--- src/rtl/multicycle_datapath.sv ---
// ============================================================================
//  Module   : multicycle_datapath
//  Purpose  : RV32I multicycle datapath (PC, register file, ALU, state regs)
//  Revision : 1.0 - initial release
// ============================================================================
`default_nettype none

module multicycle_datapath #(
    parameter logic [31:0] RESET_PC = 32'h0000_0000
) (
    input  logic        clk,
    input  logic        reset,
    input  logic [1:0]  ImmSrc,
    input  logic [1:0]  ALUSrcA,
    input  logic [1:0]  ALUSrcB,
    input  logic [1:0]  ResultSrc,
    input  logic        AdrSrc,
    input  logic [2:0]  ALUControl,
    input  logic        IRWrite,
    input  logic        PCWrite,
    input  logic        RegWrite,
    input  logic [31:0] ReadData,
    output logic [6:0]  op,
    output logic [2:0]  funct3,
    output logic        funct7b5,
    output logic        Zero,
    output logic [31:0] Adr,
    output logic [31:0] WriteData
);

    logic [31:0] pc_q,     pc_d;
    logic [31:0] oldpc_q,  oldpc_d;
    logic [31:0] instr_q,  instr_d;
    logic [31:0] data_q,   data_d;
    logic [31:0] a_q,      a_d;
    logic [31:0] b_q,      b_d;
    logic [31:0] aluout_q, aluout_d;

    logic [31:0] rf_q [32];

    logic [4:0]  w_rs1, w_rs2, w_rd;
    logic [31:0] w_rd1, w_rd2;
    logic [31:0] w_imm_ext;
    logic [31:0] w_src_a, w_src_b;
    logic [31:0] w_alu_result;
    logic [31:0] w_result;

    assign w_rs1 = instr_q[19:15];
    assign w_rs2 = instr_q[24:20];
    assign w_rd  = instr_q[11:7];

    // x0 is hardwired to zero on the read side; writes to it are dropped below.
    assign w_rd1 = (w_rs1 == 5'd0) ? 32'd0 : rf_q[w_rs1];
    assign w_rd2 = (w_rs2 == 5'd0) ? 32'd0 : rf_q[w_rs2];

    always_comb begin
        w_imm_ext = 32'd0;
        case (ImmSrc)
            2'b00: w_imm_ext = {{20{instr_q[31]}}, instr_q[31:20]};
            2'b01: w_imm_ext = {{20{instr_q[31]}}, instr_q[31:25], instr_q[11:7]};
            2'b10: w_imm_ext = {{19{instr_q[31]}}, instr_q[31], instr_q[7],
                                instr_q[30:25], instr_q[11:8], 1'b0};
            2'b11: w_imm_ext = {{11{instr_q[31]}}, instr_q[31], instr_q[19:12],
                                instr_q[20], instr_q[30:21], 1'b0};
            default: w_imm_ext = 32'd0;
        endcase
    end

    always_comb begin
        w_src_a = 32'd0;
        case (ALUSrcA)
            2'b00:   w_src_a = pc_q;
            2'b01:   w_src_a = oldpc_q;
            2'b10:   w_src_a = a_q;
            default: w_src_a = 32'd0;
        endcase
    end

    always_comb begin
        w_src_b = 32'd0;
        case (ALUSrcB)
            2'b00:   w_src_b = b_q;
            2'b01:   w_src_b = w_imm_ext;
            2'b10:   w_src_b = 32'd4;
            default: w_src_b = 32'd0;
        endcase
    end

    always_comb begin
        w_alu_result = 32'd0;
        case (ALUControl)
            3'b000:  w_alu_result = w_src_a + w_src_b;
            3'b001:  w_alu_result = w_src_a - w_src_b;
            3'b010:  w_alu_result = w_src_a & w_src_b;
            3'b011:  w_alu_result = w_src_a | w_src_b;
            3'b101:  w_alu_result = {31'd0, $signed(w_src_a) < $signed(w_src_b)};
            default: w_alu_result = 32'd0;
        endcase
    end

    always_comb begin
        w_result = 32'd0;
        case (ResultSrc)
            2'b00:   w_result = aluout_q;
            2'b01:   w_result = data_q;
            2'b10:   w_result = w_alu_result;
            default: w_result = 32'd0;
        endcase
    end

    // OldPC takes the pre-edge PC so a fetch cycle can advance PC at the same time.
    always_comb begin
        pc_d     = PCWrite ? w_result : pc_q;
        oldpc_d  = IRWrite ? pc_q     : oldpc_q;
        instr_d  = IRWrite ? ReadData : instr_q;
        data_d   = ReadData;
        a_d      = w_rd1;
        b_d      = w_rd2;
        aluout_d = w_alu_result;
    end

    always_ff @(posedge clk) begin
        if (reset) begin
            pc_q     <= RESET_PC;
            oldpc_q  <= 32'd0;
            instr_q  <= 32'd0;
            data_q   <= 32'd0;
            a_q      <= 32'd0;
            b_q      <= 32'd0;
            aluout_q <= 32'd0;
        end else begin
            pc_q     <= pc_d;
            oldpc_q  <= oldpc_d;
            instr_q  <= instr_d;
            data_q   <= data_d;
            a_q      <= a_d;
            b_q      <= b_d;
            aluout_q <= aluout_d;
        end
    end

    always_ff @(posedge clk) begin
        if (!reset && RegWrite && (w_rd != 5'd0)) begin
            rf_q[w_rd] <= w_result;
        end
    end

    assign op        = instr_q[6:0];
    assign funct3    = instr_q[14:12];
    assign funct7b5  = instr_q[30];
    assign Zero      = (w_alu_result == 32'd0);
    assign Adr       = AdrSrc ? w_result : pc_q;
    assign WriteData = b_q;

endmodule

`default_nettype wire
--- config.mk ---
export PLATFORM = sky130hd
export DESIGN_NAME = multicycle_datapath
export DESIGN_NICKNAME = d
export VERILOG_FILES = /design/src/rtl/multicycle_datapath.sv
export SDC_FILE = /design/constraint.sdc
export NUM_CORES = 2
export LEC_CHECK = 0
export ABC_AREA = 1
export CAP_MARGIN = 20
export CELL_PAD_IN_SITES_DETAIL_PLACEMENT = 1
export CELL_PAD_IN_SITES_GLOBAL_PLACEMENT = 2
export CORE_ASPECT_RATIO = 1.25
export CORE_MARGIN = 2
export CORE_UTILIZATION = 35
export DETAILED_ROUTE_END_ITERATION = 6
export PLACE_DENSITY = 0.76
export SETUP_SLACK_MARGIN = 0.05
export SLEW_MARGIN = 15
export SYNTH_ARGS = -nofsm -noshare
export SYNTH_HDL_FRONTEND = slang
export SYNTH_SLANG_ARGS = --single-unit
export TNS_END_PERCENT = 30
--- constraint.sdc ---
create_clock -name clk -period 12.05 [get_ports clk]
set_input_delay 2.41 -clock clk [delete_from_list [all_inputs] [get_ports clk]]
set_output_delay 2.41 -clock clk [all_outputs]
set_load 0.02 [all_outputs]
# Word-level counts from Yosys, hierarchy flattened

Memories as Yosys holds them, arrays and structs flattened. A register that Yosys moved wholly into a read port is not among the register bits.
Cells that the tools add are included.

Memories kept: 1
Flip-flop bits (word level): 160
Memory bits (writable): 1,024
Word-level logic and storage cells: 46
Output and inout bits: 76

Bitwise gates (word level): 2
Equal/unequal tests: 13
$add $sub $neg: 2
Reduce and logical (&&, ||, !) cells: 14
Magnitude comparators: 1
Mux-type cells: 8

Memories:

| memory | depth | bits a word | read ports | clocked after Yosys merged registers in | wr ports | RTL line | text |
|---|---|---|---|---|---|---|---|
| rf_q   | 32    | 32          | 2          | 2                                       | 1        | 39       | `logic [31:0] rf_q [32];` |

Operators with widths:

| cell               | number |
|---|---|
| $pmux 32 s3        | 3 |
| $pmux 32 s5        | 1 |
| $pmux 32 s4        | 1 |
| $add 32x32->32     | 1 |
| $and 32x32->32     | 1 |
| $logic_not 32->1   | 1 |
| $lt 32x32->1       | 1 |
| $mux 32            | 1 |
| $or 32x32->32      | 1 |
| $sub 32x32->32     | 1 |
| $eq 2x2->1 const B | 5 |
| $logic_not 5->1    | 2 |
| $eq 2x1->1 const B | 4 |
| $logic_not 2->1    | 4 |
| $eq 3x2->1 const B | 2 |
| $reduce_bool 5->1  | 1 |
| $reduce_or 2->1    | 2 |
| $eq 3x1->1 const B | 1 |
| $eq 3x3->1 const B | 1 |
| $logic_not 3->1    | 1 |
| $logic_and 1x1->1  | 2 |
| $mux 1             | 2 |
| $logic_not 1->1    | 1 |

# Longest topological paths before layout

Depth in word-level cells: 7
Mapped depth: 28
Depth with buffers taken out: 27

# Least setup slack after synthesis

Ideal clock, no wire load.

Kind: in2out
Start point: input port ALUSrcA[1]
End point: output port Adr[12]
Path slack: 3,677 ps
Arrival: 5,963 ps
Data required time: 9,640 ps
Stages on the path: 21
Buffers on the path: 1
Cells stage by stage: nor2_1 inv_1 clkbuf_1 nor2_1 a221oi_1 inv_1 ha_1 fa_1 nand2_1 nand2_2 nand2_1 inv_1 nand2_1 nand3_1 nand2_1 inv_1 nor2_1 nor2_1 o211ai_1 nand2_1 o21ai_0

Longest elaborated chain between the ends: 6

Ends and longest elaborated chain:

| what                                   | RTL line | text |
|---|---|---|
| from (decl)                            | 14       | `input logic [1:0] ALUSrcA,` |
| $eq 2x2->1 (tied with other cells)     | 71       | `case (ALUSrcA)` |
| $pmux 32 s3 *                          | 71       |  |
| $sub 32x32->32 (tied with other cells) | 93       | `3'b001: w_alu_result = w_src_a - w_src_b;` |
| $pmux 32 s5 *                          | 91       | `case (ALUControl)` |
| $pmux 32 s3 *                          | 103      | `case (ResultSrc)` |
| net w_result[12]                       | 46       | `logic [31:0] w_result;` |
| $mux 32 *                              | 152      | `assign Adr = AdrSrc ? w_result : pc_q;` |
| to (decl)                              | 27       | `output logic [31:0] Adr,` |

The timed path passes the listed nets; every way through them passes the cells marked *.

# Final worst setup path

Start point: input port ALUSrcB[0]
End point: output port Zero

Longest elaborated chain between the ends: 5

Ends and longest elaborated chain:

| what                                   | RTL line | text |
|---|---|---|
| from (decl)                            | 15       | `input logic [1:0] ALUSrcB,` |
| $eq 2x2->1 (tied with other cells)     | 81       | `case (ALUSrcB)` |
| $pmux 32 s3 *                          | 81       |  |
| $sub 32x32->32 (tied with other cells) | 93       |  |
| $pmux 32 s5 *                          | 91       |  |
| $logic_not 32->1 *                     | 151      | `assign Zero = (w_alu_result == 32'd0);` |
| to (decl)                              | 26       | `output logic Zero,` |

Mark *: on every way between the ends. The rest lies on a longest branch, timed or not.

==> flow_summary.json <==
{
  "finalClockSkew_ps": 40.26,
  "r2r-start": "instr_q[31]$_SDFFE_PP0P_",
  "final_antenna_net_count": 0,
  "clk_pin_slew_ps": 60,
  "numCtsBuffers": 136,
  "synth-async-reset-ratio_pct": 0,
  "ys_top_cells_by_count": "1290 x nand2_1, 1196 x o21ai_0, 1024 x edfxtp_1",
  "arrival_ps": 8650,
  "post-route-min-period_ps": 11060,
  "path_buf_inv": 6,
  "drt_iter0_markers": 5547,
  "gp_congestion": 0.9769,
  "dieArea_um2": 187700,
  "switchingPower_mw": 3.262,
  "grt_usage_pct": 30.54,
  "cts-hold-fix-buffers": 0,
  "yosys.area.top_type": "edfxtp_1",
  "final_net_count": 7426,
  "slew_viol_final": 0,
  "synth_area_leaders": "edfxtp_1 48%, o21ai_0 9.3%, nand2_1 7.5%, dfxtp_1 7.0%, inv_1 4.8%",
  "layout-drive-gt1-share_pct": 6.264,
  "status": "finished clean",
  "place_hpwl_um": 180600,
  "initial_core_util_pct": 35.15,
  "grt_pass1_vias": 58318,
  "path_max_fanout": 11,
  "postSynthCellCount": 7358,
  "crit_slowest_cell": "o21ai_0",
  "pwr-share-seq_pct": 44.8,
  "syn2layout_area_growth_pct": 12.57,
  "antenna_found_initial": 12,
  "fillers": 21260,
  "holdCritStartpoint": "pc_q[16]$_SDFFE_PP0P_",
  "synth_ff_type": "edfxtp_1",
  "clock.fmax_ghz": 0.09042,
  "synth_edf_count": 1024,
  "pwr-share-comb_pct": 16.1,
  "p_leak_nw": 26.82,
  "dr.pass1.iters": 6,
  "drc": 0,
  "htree_levels": 4,
  "ctsRootBufferMaster": "clkbuf_16",
  "internal_power_mw": 7.659,
  "synth.most_common_cell": "nand2_1",
  "placementRows": 176,
  "tritoncts": "built",
  "wl_um": 294200,
  "critPathRequiredTime_ps": 9640,
  "die_h_um": 483.9,
  "vias": 57640,
  "cp_top_family": "simple AND/OR/NAND/NOR gates",
  "pin_count": 125,
  "seq_area_frac_synth_pct": 54.64,
  "critPathKind": "in2out",
  "critical_path.startpoint": "ALUSrcB[0]",
  "io_buffer_count": 124,
  "hold_class": "reg2reg",
  "overflow": 0,
  "ir_worst_vdd_v": 0.0001181,
  "start_kind": "input pin",
  "slew-limit-headroom_pct": 21.95,
  "finalSetupTns_ps": 0,
  "cts_resized": 0,
  "post_cts_buffers": 0,
  "powerDensity_nw_per_um2": 150.4,
  "synth_seq_cells": 1248,
  "rsz0062_at_grt": "no",
  "synth_top_area_share_pct": 47.68,
  "cp_common_cell": "nand2_1",
  "grt_pass1_wl_um": 414800,
  "grt_max_degree": 161,
  "via_per_inst": 5.885,
  "max_stage_delay_ps": 920,
  "wl_per_cell_um": 30.04,
  "cp_cell_sequence": "clkdlybuf4s50_1, inv_1, nor2_1, inv_1, o21ai_0, o21ai_0, nand2_1, inv_1, ha_1, nor2_2, inv_1, nor3_1, nand2_1, nand2_1, nand2_1, nand3_1, nand3b_1, nor2_1, nand2_1, nor2_1, nand3_1, nor2_1, clkdlybuf4s50_1",
  "netlist_area_um2": 64490,
  "critPathCaptureType": "output port",
  "hold_viol_final": 0,
  "finalCritPeriodShare_pct": 91.78,
  "core_um2": 183400,
  "avgSynthCellArea_um2": 8.764,
  "worstSkewPairLatency_ps": 800,
  "switching_share_pct": 29.87,
  "p_total_mw": 10.92,
  "die_w_um": 387.9,
  "power.share.clock_pct": 39.1,
  "yosysUniqueCellTypes": 52,
  "yosys_warnings": 0,
  "clock_path_buffers": 3,
  "maxCapViolations": 0,
  "holdWs_ps": 512.9,
  "tightest_slew_ps": 1163,
  "clock-sinks": 1248,
  "setup_violations": 0
}
state kept, by name (all words and copies together), names as in the netlist:
name	count
a_q	32
instr_q	32
aluout_q	32
pc_q	32
oldpc_q	32
rf_q	1024
WriteData	32
data_q	32
worst register-to-register path, cell delays in order, from the launching register on:
cell and delay [ps]:
dfxtp_1 350, nand2_1 510, o21ai_0 680, o21ai_0 210, nand2_1 160, inv_1 80, ha_1 500, nand2_1 190
nor2_1 370, inv_1 110, nor2_1 200, nand2_1 110, nand2_1 230, nand2_1 130, nand3_1 110, nand3_1 130
nand3_1 170, nand2_1 80, nand3_1 150, buf_4 400
power groups by stage:
stage	combinational, mW	sequential [mW]	clock (mW)
after floorplan	1.01	4.91	0
after global placement	1.70	4.97	0
after detailed placement	1.72	4.98	0
after CTS	1.73	4.89	4.33
after global routing	1.88	4.89	4.47
final	1.76	4.89	4.27
layout by cell type (no fill, tap or decap), types with 25 or more instances in the layout:
master,count
o21ai_1,25
o211ai_1,251
o21ai_0,1196
a21oi_1,541
o22ai_1,98
nor2_4,39
dfxtp_1,214
nor2_1,531
clkdlybuf4s50_1,121
inv_1,822
conb_1,32
nand2_1,1290
clkbuf_16,142
a31oi_1,77
nand3_1,332
edfxtp_1,1024
clkbuf_1,34
ha_1,96
a221oi_1,74
buf_4,153
a211oi_1,25
worst paths after layout:
check                        endpoint  slack (ps)  cells past startpoint
max                              Zero         990                     23
min          oldpc_q[16]$_SDFFE_PP0P_         510                      2
max reg2reg    rf_q[28][31]$_DFFE_PP_        6850                     19
min reg2reg  oldpc_q[16]$_SDFFE_PP0P_         510                      2
kinds of logic after synthesis:
group	share of synthesized area [%]
adders and majority gates	1.925
other	0.005815
DFF	54.64
and+or+nand+nor	14.13
buffers and inverters	8.425
xor gates and xnor gates	0.01358
AOI/OAI and AO/OA	20.86
layer usage:
metal	vias up	global-route usage, %	wire length (um)
li1	25324	-	-
met1	29456	37.13	115700
met2	2185	51.68	141600
met3	675	4.389	18350
met4	0	17.41	18540
met5	-	0	0
area by class of cell:
type                            instances  area [um^2]  share of cell area (%)
Sequential cell                      1248        35270                   48.59
Multi-Input combinational cell       4771        24220                   33.36
Clock buffer                          191         3879                   5.343
Inverter                              841         3177                   4.376
Tap cell                             2403         3007                   4.142
Timing Repair Buffer                  281         2472                   3.406
Clock inverter                         59        564.3                  0.7774
Antenna cell                            1        2.502                0.003447
per-stage QoR:
stage               cell area [um^2]  instances  worst slack [ps]  utilization [%]
finish                         72590       9795             991.0            39.57
global route                   72590       9795             739.7            39.57
CTS                            72580       9793              1010            39.57
detailed placement             68140       9543              1034            37.14
global placement               68140       9543              1056            37.14
floorplan                      64600       7389              3677                -
(Power assumes the default switching activity.)
